[config.mk]
export PLATFORM = sky130hd
export DESIGN_NAME = dec_stream
export DESIGN_NICKNAME = d
export VERILOG_FILES = /design/src/rtl/two_fifo_pkg.sv /design/src/rtl/skid_buf.sv /design/src/rtl/dec_stream.sv
export SDC_FILE = /design/constraint.sdc
export NUM_CORES = 1
export LEC_CHECK = 0
export BUFFER_PORTS_ARGS = -buffer_cell sky130_fd_sc_hd__clkbuf_2
export CAP_MARGIN = 25
export CORE_MARGIN = 2
export CORE_UTILIZATION = 54
export CTS_CLUSTER_SIZE = 16
export DETAILED_ROUTE_END_ITERATION = 8
export GPL_ROUTABILITY_DRIVEN = 0
export MAX_ROUTING_LAYER = met4
export PLACE_DENSITY = 0.9
export SLEW_MARGIN = 20
export SYNTH_ARGS = -nofsm -noshare
export SYNTH_HDL_FRONTEND = slang
export SYNTH_SLANG_ARGS = --single-unit
[constraint.sdc]
create_clock -name clk -period 1.9 [get_ports clk]
set_input_delay 0.38 -clock clk [delete_from_list [all_inputs] [get_ports clk]]
set_output_delay 0.38 -clock clk [all_outputs]
set_load 0.01 [all_outputs]
[src/rtl/two_fifo_pkg.sv]
// Shared definitions for the two-FIFO datapath.
//   dec_state_t : occupancy state of the return-path decrement stage
//   DATA_W_DEF  : default data word width
//   CNT_W_DEF   : default statistics counter width
package two_fifo_pkg;

  localparam int unsigned DATA_W_DEF = 8;
  localparam int unsigned CNT_W_DEF  = 16;

  typedef enum logic [1:0] {
    EMPTY = 2'd0,
    ONE   = 2'd1,
    TWO   = 2'd2
  } dec_state_t;

endpackage

[src/rtl/skid_buf.sv]
// Generic two-entry valid/ready register slice.
// Ports:
//   clk, rst           : clock, synchronous active-high reset
//   in_data/in_valid   : upstream payload and valid
//   in_ready           : registered ready, low only when both entries are full
//   out_data/out_valid : payload of the oldest held entry (main register)
//   out_ready          : downstream accepts
module skid_buf
  import two_fifo_pkg::*;
#(
  parameter int unsigned W = 9
) (
  input  logic         clk,
  input  logic         rst,
  input  logic [W-1:0] in_data,
  input  logic         in_valid,
  output logic         in_ready,
  output logic [W-1:0] out_data,
  output logic         out_valid,
  input  logic         out_ready
);

  dec_state_t   state_q;
  logic [W-1:0] main_q;
  logic [W-1:0] skid_q;
  logic         valid_q;
  logic         ready_q;

  logic in_hs;
  logic out_hs;

  assign in_hs  = in_valid & ready_q;
  assign out_hs = valid_q & out_ready;

  // Ready is held low during reset and rises on the first edge after it,
  // so it is a registered function of the next state rather than of out_ready.
  always_ff @(posedge clk) begin
    if (rst) begin
      state_q <= EMPTY;
      main_q  <= '0;
      skid_q  <= '0;
      valid_q <= 1'b0;
      ready_q <= 1'b0;
    end else begin
      case (state_q)
        EMPTY: begin
          ready_q <= 1'b1;
          if (in_hs) begin
            main_q  <= in_data;
            valid_q <= 1'b1;
            state_q <= ONE;
          end
        end
        ONE: begin
          if (in_hs && out_hs) begin
            main_q <= in_data;
          end else if (in_hs) begin
            skid_q  <= in_data;
            ready_q <= 1'b0;
            state_q <= TWO;
          end else if (out_hs) begin
            valid_q <= 1'b0;
            state_q <= EMPTY;
          end
        end
        TWO: begin
          if (out_hs) begin
            main_q  <= skid_q;
            ready_q <= 1'b1;
            state_q <= ONE;
          end
        end
        default: begin
          valid_q <= 1'b0;
          ready_q <= 1'b0;
          state_q <= EMPTY;
        end
      endcase
    end
  end

  assign in_ready  = ready_q;
  assign out_data  = main_q;
  assign out_valid = valid_q;

endmodule

[src/rtl/dec_stream.sv]
// Streaming decrement stage on the return path: each accepted word leaves
// as data - 1 (wrapping, or clamped at 0 when SATURATE=1), with its last
// marker, through a two-entry skid buffer.
// Ports:
//   clk, rst                 : clock, synchronous active-high reset
//   s_data/s_last/s_valid    : upstream word, end-of-packet, valid
//   s_ready                  : stage can accept (registered)
//   m_data/m_last/m_valid    : decremented word, its marker, valid
//   m_ready                  : downstream accepts
//   clr_cnt                  : synchronous clear of both counters
//   word_cnt                 : output handshakes, wraps
//   wrap_cnt                 : accepted words equal to zero, saturates
module dec_stream
  import two_fifo_pkg::*;
#(
  parameter int unsigned DATA_W   = DATA_W_DEF,
  parameter bit          SATURATE = 1'b0,
  parameter int unsigned CNT_W    = CNT_W_DEF
) (
  input  logic              clk,
  input  logic              rst,
  input  logic [DATA_W-1:0] s_data,
  input  logic              s_last,
  input  logic              s_valid,
  output logic              s_ready,
  output logic [DATA_W-1:0] m_data,
  output logic              m_last,
  output logic              m_valid,
  input  logic              m_ready,
  input  logic              clr_cnt,
  output logic [CNT_W-1:0]  word_cnt,
  output logic [CNT_W-1:0]  wrap_cnt
);

  logic [DATA_W-1:0] dec_val;
  logic              is_zero;
  logic [DATA_W:0]   out_pl;
  logic              in_hs;
  logic              out_hs;

  logic [CNT_W-1:0]  word_cnt_q, word_cnt_d;
  logic [CNT_W-1:0]  wrap_cnt_q, wrap_cnt_d;

  assign is_zero = (s_data == '0);

  always_comb begin
    dec_val = s_data - DATA_W'(1);
    if (SATURATE && is_zero) begin
      dec_val = '0;
    end
  end

  skid_buf #(
    .W (DATA_W + 1)
  ) u_skid (
    .clk       (clk),
    .rst       (rst),
    .in_data   ({s_last, dec_val}),
    .in_valid  (s_valid),
    .in_ready  (s_ready),
    .out_data  (out_pl),
    .out_valid (m_valid),
    .out_ready (m_ready)
  );

  assign m_data = out_pl[DATA_W-1:0];
  assign m_last = out_pl[DATA_W];

  assign in_hs  = s_valid & s_ready;
  assign out_hs = m_valid & m_ready;

  always_comb begin
    word_cnt_d = word_cnt_q;
    wrap_cnt_d = wrap_cnt_q;
    if (clr_cnt) begin
      word_cnt_d = '0;
      wrap_cnt_d = '0;
    end else begin
      if (out_hs) begin
        word_cnt_d = word_cnt_q + CNT_W'(1);
      end
      if (in_hs && is_zero && (wrap_cnt_q != '1)) begin
        wrap_cnt_d = wrap_cnt_q + CNT_W'(1);
      end
    end
  end

  always_ff @(posedge clk) begin
    if (rst) begin
      word_cnt_q <= '0;
      wrap_cnt_q <= '0;
    end else begin
      word_cnt_q <= word_cnt_d;
      wrap_cnt_q <= wrap_cnt_d;
    end
  end

  assign word_cnt = word_cnt_q;
  assign wrap_cnt = wrap_cnt_q;

endmodule

== After elaboration in Yosys (flattened, before gate mapping) ==
Index checks and enable logic that the tools add are counted.

* Bits in registers: 54
* Input port bits: 14
* Output and inout bits: 43
* Logic and storage cells: 56

* Add/sub/neg operators: 3
* Equal/unequal tests: 11
* Multiplexer cells: 19
* Bitwise gates (word level): 4
* Reductions and logical operators: 12

{| class="wikitable"
|+ Operator list
! kind !! count
|-
| 16-bit by 1-bit adder with 16-bit output (second input constant) || 2
|-
| 9-bit two-way mux || 3
|-
| 9-bit one-hot mux with 3 select lines || 1
|-
| 16-bit != test (second input constant) || 1
|-
| 2-bit two-way mux || 5
|-
| 8-bit logical NOT || 1
|-
| 2-bit != test (second input constant) || 4
|-
| 4-bit AND reduction || 2
|-
| 8-bit by 1-bit subtractor with 8-bit output (second input constant) || 1
|-
| 1-bit two-way mux || 7
|-
| 2-bit by 1-bit != test with 1-bit output (second input constant) || 3
|-
| 1-bit one-hot mux with 3 select lines || 2
|-
| 2-bit one-hot mux with 3 select lines || 1
|-
| 3-bit AND reduction || 2
|-
| 5-bit AND reduction || 1
|-
| 1-bit logical AND || 3
|-
| 3-bit by 2-bit != test with 1-bit output (second input constant) || 1
|-
| 3-bit nonzero test || 1
|-
| 1-bit bitwise AND || 2
|-
| 2-bit by 1-bit equality test with 1-bit output (second input constant) || 1
|-
| 2-bit equality test (second input constant) || 1
|-
| 2-bit logical NOT || 1
|-
| 1-bit NOT || 2
|-
| 2-bit OR reduction || 1
|}

== Depth between registers and ports, before layout ==
Gate-level depths: netlist of the first run.

* Word-level depth: 5
* Mapped depth: 7
* Mapped depth without buffers: 7

== Cells and area by module ==
A second synthesis of the first run with hierarchy kept.

* Cell total of the unflattened synthesis: 321
* Area total of the unflattened synthesis: 2910.3 um^2

{| class="wikitable"
|+ By module, submodules not included
! module !! instances !! cells an instance !! area an instance (um^2) !! seq. area each (um^2)
|-
| dec_stream || 1 || 205 || 1739.2 || 640.6
|-
| skid_buf || 1 || 116 || 1171.1 || 440.4
|}

== Worst setup path after synthesis of the first run ==
Ideal clock, no wire load.

* Path kind: register to register
* From: register wrap_cnt_q[0], in the netlist wrap_cnt[0]
* To: register wrap_cnt_q[7], in the netlist wrap_cnt[7]
* Library setup time: 0.116 ns
* Arrival: 1.694 ns
* Data required time: 1.784 ns
* Slack: 0.089 ns
* Cell stages (with the launch flop): 6
* Path buffers: 0
* Clock period less this slack: 1.811 ns
* Path through: dfxtp_1 > ha_1 > nand4_2 > nor4_4 > nor3_2 > a41o_2

* Word-level cells in the longest chain between the ends: 2
* Elaborated cells on any way between the ends: 3
* Classes of those cells: 1 x add/sub; 1 x eq/ne; 1 x reduce/logical

{| class="wikitable"
|+ RTL lines
! what !! line !! source
|-
| start: declaration || dec_stream.sv:42 || <nowiki>logic [CNT_W-1:0] wrap_cnt_q, wrap_cnt_d;</nowiki>
|-
| start signal: assignment || dec_stream.sv:94 || <nowiki>wrap_cnt_q <= wrap_cnt_d;</nowiki>
|-
| branches (longest 2 deep; another with 16-bit by 1-bit adder with 16-bit output) || -- ||
|}

Several ways; the timed one is not identified.
A chain may end at the register's enable or synchronous reset.

== Worst setup path in the final report of the first run ==
* From: register wrap_cnt_q[1], in the netlist wrap_cnt[1]
* To: register wrap_cnt_q[10], in the netlist wrap_cnt[10]

Same word-level chain as after synthesis.

==> impl_metrics.prom, run 1 <==
# TYPE chip_impl_metric gauge
chip_impl_metric{name="cts_htree_levels",unit=""} 2
chip_impl_metric{name="fraction_of_synthesized_cell_area_taken_by_the_top_area_cell_type",unit="%"} 42.2
chip_impl_metric{name="first_global_vias",unit=""} 2120
chip_impl_metric{name="fin_worst_skew",unit="ns"} 0.00507
chip_impl_metric{name="yosys.cell_types.count",unit=""} 48
chip_impl_metric{name="asyncSetResetFlopFracSynth",unit="%"} 0
chip_impl_metric{name="numPortBuffers",unit=""} 56
chip_impl_metric{name="max_cap_violations",unit=""} 0
chip_impl_info{name="timing.setup.critical_path_class",value="register to register"} 1
chip_impl_metric{name="clkLatencyLatePin",unit="ns"} 0.31
chip_impl_metric{name="synth_fp_nets",unit=""} 316
chip_impl_metric{name="area.growth.synth_to_final",unit="%"} 18.5
chip_impl_metric{name="clkPwrFrac",unit="%"} 31.9
chip_impl_metric{name="syn_area_per_cell",unit="um2"} 8.56
chip_impl_metric{name="seqPwrFrac",unit="%"} 57.9
chip_impl_metric{name="finalHoldViolCount",unit=""} 0
chip_impl_metric{name="fmax",unit="MHz"} 539
chip_impl_metric{name="finalSetupViolCount",unit=""} 0
chip_impl_metric{name="worst-r2r-cell-count",unit=""} 6
chip_impl_info{name="layout_common_cells",value="57 x sky130_fd_sc_hd__nor2_1, 56 x sky130_fd_sc_hd__clkbuf_2, 53 x sky130_fd_sc_hd__dfxtp_1, 26 x sky130_fd_sc_hd__nand2_1, 18 x sky130_fd_sc_hd__a21oi_1"} 1
chip_impl_metric{name="num_cts_buffers",unit=""} 5
chip_impl_metric{name="worst_hold_slack",unit="ns"} 0.340
chip_impl_info{name="final_common_cell",value="sky130_fd_sc_hd__nor2_1"} 1
chip_impl_info{name="cp-end-kind",value="register"} 1
chip_impl_metric{name="dieHeight",unit="um"} 72.8
chip_impl_metric{name="synth-seq-cells",unit=""} 54
chip_impl_metric{name="min_period_over_period",unit="%"} 97.7
chip_impl_metric{name="postRouteAntennaNets",unit=""} 0
chip_impl_metric{name="synth_sequential_area_ratio",unit="%"} 42.2
chip_impl_metric{name="crit_arrival",unit="ns"} 2.04
chip_impl_metric{name="die_area",unit="mm2"} 0.00530
chip_impl_metric{name="number_of_antenna_violations_at_the_first_check_in_global_routing",unit=""} 0
chip_impl_info{name="min_delay_worst_endpoint",value="u_skid.skid_q[8]"} 1
chip_impl_metric{name="post-cts-setup-buffer-count",unit=""} 0
chip_impl_info{name="grt_setup_unrepaired",value="true"} 1
chip_impl_metric{name="antenna_cells_inserted",unit=""} 0
chip_impl_metric{name="fin_crit",unit="ns"} 1.86
chip_impl_metric{name="postCtsHoldBufs",unit=""} 0
chip_impl_metric{name="post_drt_wl_per_cell",unit="um"} 13.3
chip_impl_metric{name="comb_power_share",unit="%"} 10.2
chip_impl_metric{name="die_width",unit="um"} 72.8
chip_impl_metric{name="slowest_delay",unit="ns"} 0.45
chip_impl_metric{name="r2r_setup_slack",unit="ns"} 0.04
chip_impl_info{name="crit_slowest_cell",value="sky130_fd_sc_hd__nor4_1"} 1
chip_impl_metric{name="maxSlewHeadroom",unit="%"} 62.7
chip_impl_info{name="reg2reg_to",value="wrap_cnt[10]"} 1
chip_impl_metric{name="grt_max_degree",unit=""} 32
chip_impl_metric{name="switching_power",unit="uW"} 507
chip_impl_metric{name="synth-edff-count",unit=""} 0
chip_impl_metric{name="timing.hold.worst_path_depth",unit=""} 3
chip_impl_metric{name="cellPowerDensity",unit="mW/mm2"} 677
chip_impl_metric{name="fin_util",unit="%"} 65.5
chip_impl_metric{name="layout.nets",unit=""} 377
chip_impl_info{name="crit_chain",value="ha_1 > and4_1 > nand2_1 > nor4_1 > xnor2_1 > nor2_1"} 1
chip_impl_info{name="netlist.top_cell.by_area",value="sky130_fd_sc_hd__dfxtp_1"} 1
chip_impl_metric{name="first_pass_iters",unit=""} 4
chip_impl_metric{name="vias",unit=""} 2350
chip_impl_info{name="regToRegStartpoint",value="wrap_cnt[1]"} 1
chip_impl_metric{name="max-clock-path-buffers",unit=""} 2
chip_impl_metric{name="post_cts_resize_count",unit=""} 0
chip_impl_info{name="clock-root-buffer",value="sky130_fd_sc_hd__clkbuf_8"} 1
chip_impl_metric{name="worstPathRequired",unit="ns"} 2.08
chip_impl_info{name="most_used_dff_post_synth",value="sky130_fd_sc_hd__dfxtp_1"} 1
chip_impl_metric{name="syn_inst",unit=""} 299
chip_impl_metric{name="slew_viol_final",unit=""} 0
chip_impl_info{name="synth_top_area_cells",value="sky130_fd_sc_hd__dfxtp_1 42%, sky130_fd_sc_hd__nor2_1 8.4%, sky130_fd_sc_hd__xnor2_1 5.8%, sky130_fd_sc_hd__xor2_1 4.4%, sky130_fd_sc_hd__a211oi_1 4.1%"} 1
chip_impl_metric{name="actual_transition_at_the_worst_max_transition_pin",unit="ns"} 0.559
chip_impl_metric{name="tritoncts_num_sinks",unit=""} 54
chip_impl_metric{name="global_route.overflow_total",unit=""} 0
chip_impl_metric{name="synth_warnings",unit=""} 0
chip_impl_metric{name="row_count",unit=""} 25
chip_impl_metric{name="initialDrtViolationCount",unit=""} 150
chip_impl_metric{name="internal-power",unit="uW"} 1540
chip_impl_info{name="cts_tree",value="done"} 1
chip_impl_info{name="run_status",value="finished, final reports clean"} 1
chip_impl_metric{name="finalSetupTns",unit="ns"} 0
chip_impl_metric{name="clkTransAtPathRegs",unit="ns"} 0.09
chip_impl_info{name="holdCritStartpoint",value="s_last"} 1
chip_impl_metric{name="post_route_drc_violation_count",unit=""} 0
chip_impl_info{name="hold_path_class",value="primary input to register"} 1
chip_impl_metric{name="detailed_route_wl",unit="um"} 5510
chip_impl_metric{name="avgViaCountPerCell",unit=""} 5.66
chip_impl_metric{name="ios",unit=""} 57
chip_impl_metric{name="initial_utilization",unit="%"} 55.3
chip_impl_metric{name="power.switching_fraction",unit="%"} 24.7
chip_impl_info{name="start_kind",value="register"} 1
chip_impl_metric{name="synthesis.area",unit="mm2"} 0.00256
chip_impl_metric{name="final_layout_size_suffix_gt1_share",unit="%"} 24.7
chip_impl_metric{name="design.core.area",unit="mm2"} 0.00463
chip_impl_metric{name="first_pass_grt_wire_length",unit="um"} 9010
chip_impl_metric{name="p_leak",unit="uW"} 0.00122
chip_impl_metric{name="place.detailed.hpwl",unit="um"} 4060
chip_impl_metric{name="ir_drop",unit="V"} 0.000395
chip_impl_metric{name="path_max_fanout",unit=""} 5
chip_impl_metric{name="track_usage",unit="%"} 22.1
==> power groups by stage <==
stage	registers [uW]	clock network [uW]	logic, uW
final	1190	655	209
after detailed placement	1210	0	209
after global placement	1210	0	204
after global routing	1190	715	233
after CTS	1190	678	210
after floorplan	1220	0	130
==> cell usage after synthesis (2+ instances only) <==
| master | n |
|---|---|
| sky130_fd_sc_hd__nor2_1 | 57 |
| sky130_fd_sc_hd__dfxtp_1 | 54 |
| sky130_fd_sc_hd__nand2_1 | 26 |
| sky130_fd_sc_hd__a21oi_1 | 18 |
| sky130_fd_sc_hd__xnor2_1 | 17 |
| sky130_fd_sc_hd__a211oi_1 | 14 |
| sky130_fd_sc_hd__xor2_1 | 13 |
| sky130_fd_sc_hd__nand3_1 | 12 |
| sky130_fd_sc_hd__clkbuf_1 | 7 |
| sky130_fd_sc_hd__nor3_1 | 7 |
| sky130_fd_sc_hd__nand4_1 | 6 |
| sky130_fd_sc_hd__and3_1 | 5 |
| sky130_fd_sc_hd__buf_2 | 4 |
| sky130_fd_sc_hd__inv_1 | 4 |
| sky130_fd_sc_hd__o21ai_0 | 4 |
| sky130_fd_sc_hd__or3_1 | 4 |
| sky130_fd_sc_hd__a211o_1 | 3 |
| sky130_fd_sc_hd__and4_1 | 3 |
| sky130_fd_sc_hd__buf_1 | 3 |
| sky130_fd_sc_hd__ha_1 | 3 |
| sky130_fd_sc_hd__mux2i_1 | 3 |
| sky130_fd_sc_hd__nor3b_1 | 3 |
| sky130_fd_sc_hd__and2_1 | 2 |
| sky130_fd_sc_hd__and4bb_2 | 2 |
| sky130_fd_sc_hd__nor4_1 | 2 |
==> sequential cells by signal (all words and copies together) (netlist names) <==
signal and cells:
u_skid.in_ready 1, u_skid.out_data 9, u_skid.out_valid 1, u_skid.skid_q 9
u_skid.state_q 2, word_cnt 16, wrap_cnt 16
==> metal layers <==
| layer | global-route usage (%) | share of wire, % | wire (um) |
|---|---|---|---|
| met5 | - | 0 | 0 |
| met2 | 39.0 | 51 | 2790 |
| met1 | 24.2 | 43 | 2400 |
| met3 | 4.42 | 4.5 | 247 |
| met4 | 9.26 | 1.4 | 75 |
==> layout make-up <==
class / count / area [um2]
Tap cell: 54 / 67.6
Inverter: 4 / 15.0
Timing Repair Buffer: 68 / 370
Fill cell: 398 / 1600
Clock inverter: 1 / 5.00
Clock buffer: 7 / 86.3
Multi-Input combinational cell: 227 / 1410
Sequential cell: 54 / 1080
==> worst max-delay path, delay by kind of cell, from the launching register on <==
kind	cells	cell delay (ns)
AND/OR/NAND/NOR	4	0.89
flip-flops	1	0.41
adder cells (fa/ha/maj)	1	0.26
XOR/XNOR	1	0.17
==> per-stage QoR <==
| stage | instance area, um2 | total power, uW | setup WS [ns] | cells |
|---|---|---|---|---|
| after floorplan | 2560 | 1350 | 0.0895 | 299 |
| after global placement | 2940 | 1420 | -0.0143 | 407 |
| after detailed placement | 2940 | 1420 | -0.114 | 407 |
| after CTS | 3030 | 2070 | 0.102 | 415 |
| after global routing | 3030 | 2140 | -0.0319 | 415 |
| final | 3030 | 2050 | 0.0443 | 415 |
==> worst max path at each step <==
| stage | from | to | slack (ns) | cells after the start |
|---|---|---|---|---|
| 2_1_floorplan | wrap_cnt[0] | wrap_cnt[7] | 0.09 | 5 |
| 3_3_place_gp | s_data[0] | wrap_cnt[9] | -0.01 | 8 |
| 3_5_place_dp | s_data[0] | wrap_cnt[10] | -0.11 | 9 |
| 4_1_cts | wrap_cnt[1] | wrap_cnt[10] | 0.10 | 6 |
| 5_1_grt | wrap_cnt[1] | wrap_cnt[14] | -0.03 | 6 |
| 6_report | wrap_cnt[1] | wrap_cnt[10] | 0.04 | 6 |
==> kinds of logic after synthesis <==
family | share of synthesized area, %
and+or+nand+nor | 29.9
adders and majority gates | 1.47
muxes | 1.17
buffers and inverters | 2.84
xor gates and xnor gates | 10.3
DFF | 42.2
AOI/OAI and AO/OA | 12.1
Power figures use the tool's default switching activity.
==> run 2: changes to the inputs <==
--- a/config.mk
+++ b/config.mk
@@ -5,7 +5,7 @@
 export SDC_FILE = /design/constraint.sdc
 export NUM_CORES = 1
 export LEC_CHECK = 0
-export BUFFER_PORTS_ARGS = -buffer_cell sky130_fd_sc_hd__clkbuf_2
+export BUFFER_PORTS_ARGS = -buffer_cell sky130_fd_sc_hd__buf_4
 export CAP_MARGIN = 25
 export CORE_MARGIN = 2
 export CORE_UTILIZATION = 54
==> run 2 against run 1 <==
- critical path depth is 1 higher
- maximum frequency rose by 5.2%
- register-to-register slack improved by 0.09 ns
- clock skew increased by 0.0023 ns
- utilization is 4.2 points higher
- sequential power about the same
- critical path type unchanged
- critical endpoint is now wrap_cnt[13]
==> impl_metrics.prom, run 2 (same netlist as run 1, synthesis figures left out) <==
# TYPE chip_impl_metric gauge
chip_impl_info{name="run_status",value="finished, final reports clean"} 1
chip_impl_metric{name="global_route.overflow_total",unit=""} 0
chip_impl_info{name="reg2reg_to",value="wrap_cnt[13]"} 1
chip_impl_metric{name="initialDrtViolationCount",unit=""} 168
chip_impl_metric{name="number_of_antenna_violations_at_the_first_check_in_global_routing",unit=""} 0
chip_impl_metric{name="ios",unit=""} 57
chip_impl_metric{name="slowest_delay",unit="ns"} 0.42
chip_impl_metric{name="track_usage",unit="%"} 22.8
chip_impl_metric{name="slew_viol_final",unit=""} 0
chip_impl_info{name="grt_setup_unrepaired",value="false"} 1
chip_impl_metric{name="initial_utilization",unit="%"} 55.3
chip_impl_info{name="critical-path-top-delay-family",value="simple AND/OR/NAND/NOR gates"} 1
chip_impl_metric{name="first_pass_grt_wire_length",unit="um"} 9360
chip_impl_metric{name="max-clock-path-buffers",unit=""} 2
chip_impl_metric{name="cts_htree_levels",unit=""} 2
chip_impl_metric{name="vias",unit=""} 2328
chip_impl_info{name="timing.critical_path.to",value="wrap_cnt[13]"} 1
chip_impl_metric{name="worstPathRequired",unit="ns"} 2.10
chip_impl_metric{name="numPortBuffers",unit=""} 56
chip_impl_metric{name="fmax",unit="MHz"} 567
chip_impl_metric{name="num_cts_buffers",unit=""} 5
chip_impl_metric{name="worst-path-buf-inv",unit=""} 1
chip_impl_metric{name="detailed_route_wl",unit="um"} 5640
chip_impl_info{name="timing.setup.critical_path_class",value="register to register"} 1
chip_impl_metric{name="die_area",unit="mm2"} 0.00530
chip_impl_metric{name="max_cap_violations",unit=""} 0
chip_impl_metric{name="place.detailed.hpwl",unit="um"} 4120
chip_impl_metric{name="area.growth.synth_to_final",unit="%"} 26.2
chip_impl_metric{name="fin_worst_skew",unit="ns"} 0.00737
chip_impl_metric{name="dpl_worst_slack",unit="ns"} -0.0970
chip_impl_info{name="crit_slowest_cell",value="sky130_fd_sc_hd__dfxtp_1"} 1
chip_impl_info{name="start_kind",value="register"} 1
chip_impl_metric{name="postCtsHoldBufs",unit=""} 0
chip_impl_info{name="crit_chain",value="ha_2 > nand4_2 > nor4_4 > buf_4 > nor4_2 > xnor2_1 > nor2_1"} 1
chip_impl_metric{name="ir_drop",unit="V"} 0.000545
chip_impl_metric{name="crit_path_setup_slack_layout",unit="ns"} 0.136
chip_impl_metric{name="clkLatencyLatePin",unit="ns"} 0.31
chip_impl_metric{name="tritoncts_num_sinks",unit=""} 54
chip_impl_metric{name="fin_crit",unit="ns"} 1.76
chip_impl_metric{name="crit_arrival",unit="ns"} 1.96
chip_impl_metric{name="layout.nets",unit=""} 378
chip_impl_metric{name="die_width",unit="um"} 72.8
chip_impl_metric{name="min_period_over_period",unit="%"} 92.8
chip_impl_metric{name="n_fill_cell",unit=""} 370
chip_impl_info{name="holdCritStartpoint",value="s_last"} 1
chip_impl_metric{name="first_pass_iters",unit=""} 4
chip_impl_metric{name="fin_total_pwr",unit="uW"} 2340
chip_impl_metric{name="first_global_vias",unit=""} 2205
chip_impl_metric{name="grt_max_degree",unit=""} 26
chip_impl_info{name="cp-end-kind",value="register"} 1
chip_impl_metric{name="clkTransAtPathRegs",unit="ns"} 0.10
chip_impl_metric{name="avgViaCountPerCell",unit=""} 5.60
chip_impl_metric{name="finalSetupTns",unit="ns"} 0
chip_impl_metric{name="finalSetupViolCount",unit=""} 0
chip_impl_metric{name="crit_cells",unit=""} 7
chip_impl_metric{name="finalHoldViolCount",unit=""} 0
chip_impl_info{name="clock-root-buffer",value="sky130_fd_sc_hd__clkbuf_8"} 1
chip_impl_metric{name="worst_hold_slack",unit="ns"} 0.322
chip_impl_metric{name="post_route_drc_violation_count",unit=""} 0
chip_impl_info{name="regToRegStartpoint",value="wrap_cnt[1]"} 1
chip_impl_metric{name="p_leak",unit="uW"} 0.00129
chip_impl_metric{name="postRouteAntennaNets",unit=""} 0
chip_impl_metric{name="actual_transition_at_the_worst_max_transition_pin",unit="ns"} 0.506
chip_impl_info{name="layout_common_cells",value="69 x sky130_fd_sc_hd__buf_4, 57 x sky130_fd_sc_hd__nor2_1, 53 x sky130_fd_sc_hd__dfxtp_1, 26 x sky130_fd_sc_hd__nand2_1, 18 x sky130_fd_sc_hd__a21oi_1"} 1
chip_impl_metric{name="cellPowerDensity",unit="mW/mm2"} 723
chip_impl_info{name="hold_path_class",value="primary input to register"} 1
chip_impl_metric{name="maxSlewHeadroom",unit="%"} 66.2
chip_impl_info{name="cts_tree",value="done"} 1
chip_impl_metric{name="final_layout_size_suffix_gt1_share",unit="%"} 25.4
chip_impl_metric{name="design.core.area",unit="mm2"} 0.00463
chip_impl_info{name="final_common_cell",value="sky130_fd_sc_hd__buf_4"} 1
chip_impl_metric{name="post_drt_wl_per_cell",unit="um"} 13.6
chip_impl_metric{name="r2r_setup_slack",unit="ns"} 0.14
chip_impl_info{name="crit_start",value="wrap_cnt[1]"} 1
chip_impl_metric{name="path_max_fanout",unit=""} 9
chip_impl_metric{name="antenna_cells_inserted",unit=""} 0
chip_impl_metric{name="worst-r2r-cell-count",unit=""} 7
chip_impl_metric{name="post-cts-setup-buffer-count",unit=""} 0
chip_impl_metric{name="row_count",unit=""} 25
chip_impl_metric{name="dieHeight",unit="um"} 72.8
## run 2: cell count changes in the layout (fill, tap and decap cells not counted), sizes merged
cell	change
buf	+57
clkbuf	-58
bufinv	+2
## run 2: report_power, final
part	internal, uW	leakage [uW]	switching [uW]
logic	107	0.000783	122
registers	1160	0.000437	26.2
clock network	528	0.0000683	390
## run 2: how the worst min path moves through the flow
stage	to	cells past startpoint
finish	u_skid.skid_q[8]	3
global placement	u_skid.out_data[7]	2
floorplan	u_skid.skid_q[8]	2
global route	u_skid.skid_q[0]	3
CTS	u_skid.skid_q[8]	3
detailed placement	u_skid.out_data[7]	2
## run 2: area by class of cell
cell class / count / area, um2 / area share (%)
Clock inverter: 3 / 68.8 / 2.13
Inverter: 4 / 15.0 / 0.465
Multi-Input combinational cell: 227 / 1410 / 43.6
Tap cell: 54 / 67.6 / 2.09
Clock buffer: 5 / 68.8 / 2.13
Timing Repair Buffer: 69 / 518 / 16.0
Sequential cell: 54 / 1080 / 33.5
## run 2: metrics by stage
stage	util, %	instance area [um2]	cells
4_1_cts	69.6	3220	416
2_1_floorplan	-	2560	299
6_report	69.7	3230	416
3_3_place_gp	66.7	3090	408
5_1_grt	69.7	3230	416
3_5_place_dp	66.7	3090	408
## run 2: metal layers
metal / share of wire [%] / track usage (%) / routed length (um)
met5: 0 / - / 0
met4: 0.97 / 5.97 / 55
met3: 4.0 / 4.56 / 227
met2: 49 / 39.3 / 2780
met1: 46 / 27.1 / 2580
## run 2: worst min-delay path: cells and delay by family
| family | cells | cell delay (ns) |
|---|---|---|
| buffers and inverters | 1 | 0.08 |
| AND/OR/NAND/NOR | 1 | 0.08 |
| multiplexers | 1 | 0.06 |
## run 2: timing repair
| action | in CTS | in global routing |
|---|---|---|
| resized for setup | 0 | 2 |
| endpoints found under the hold margin | 0 | 0 |
| setup endpoints to repair | 0 | 3 |
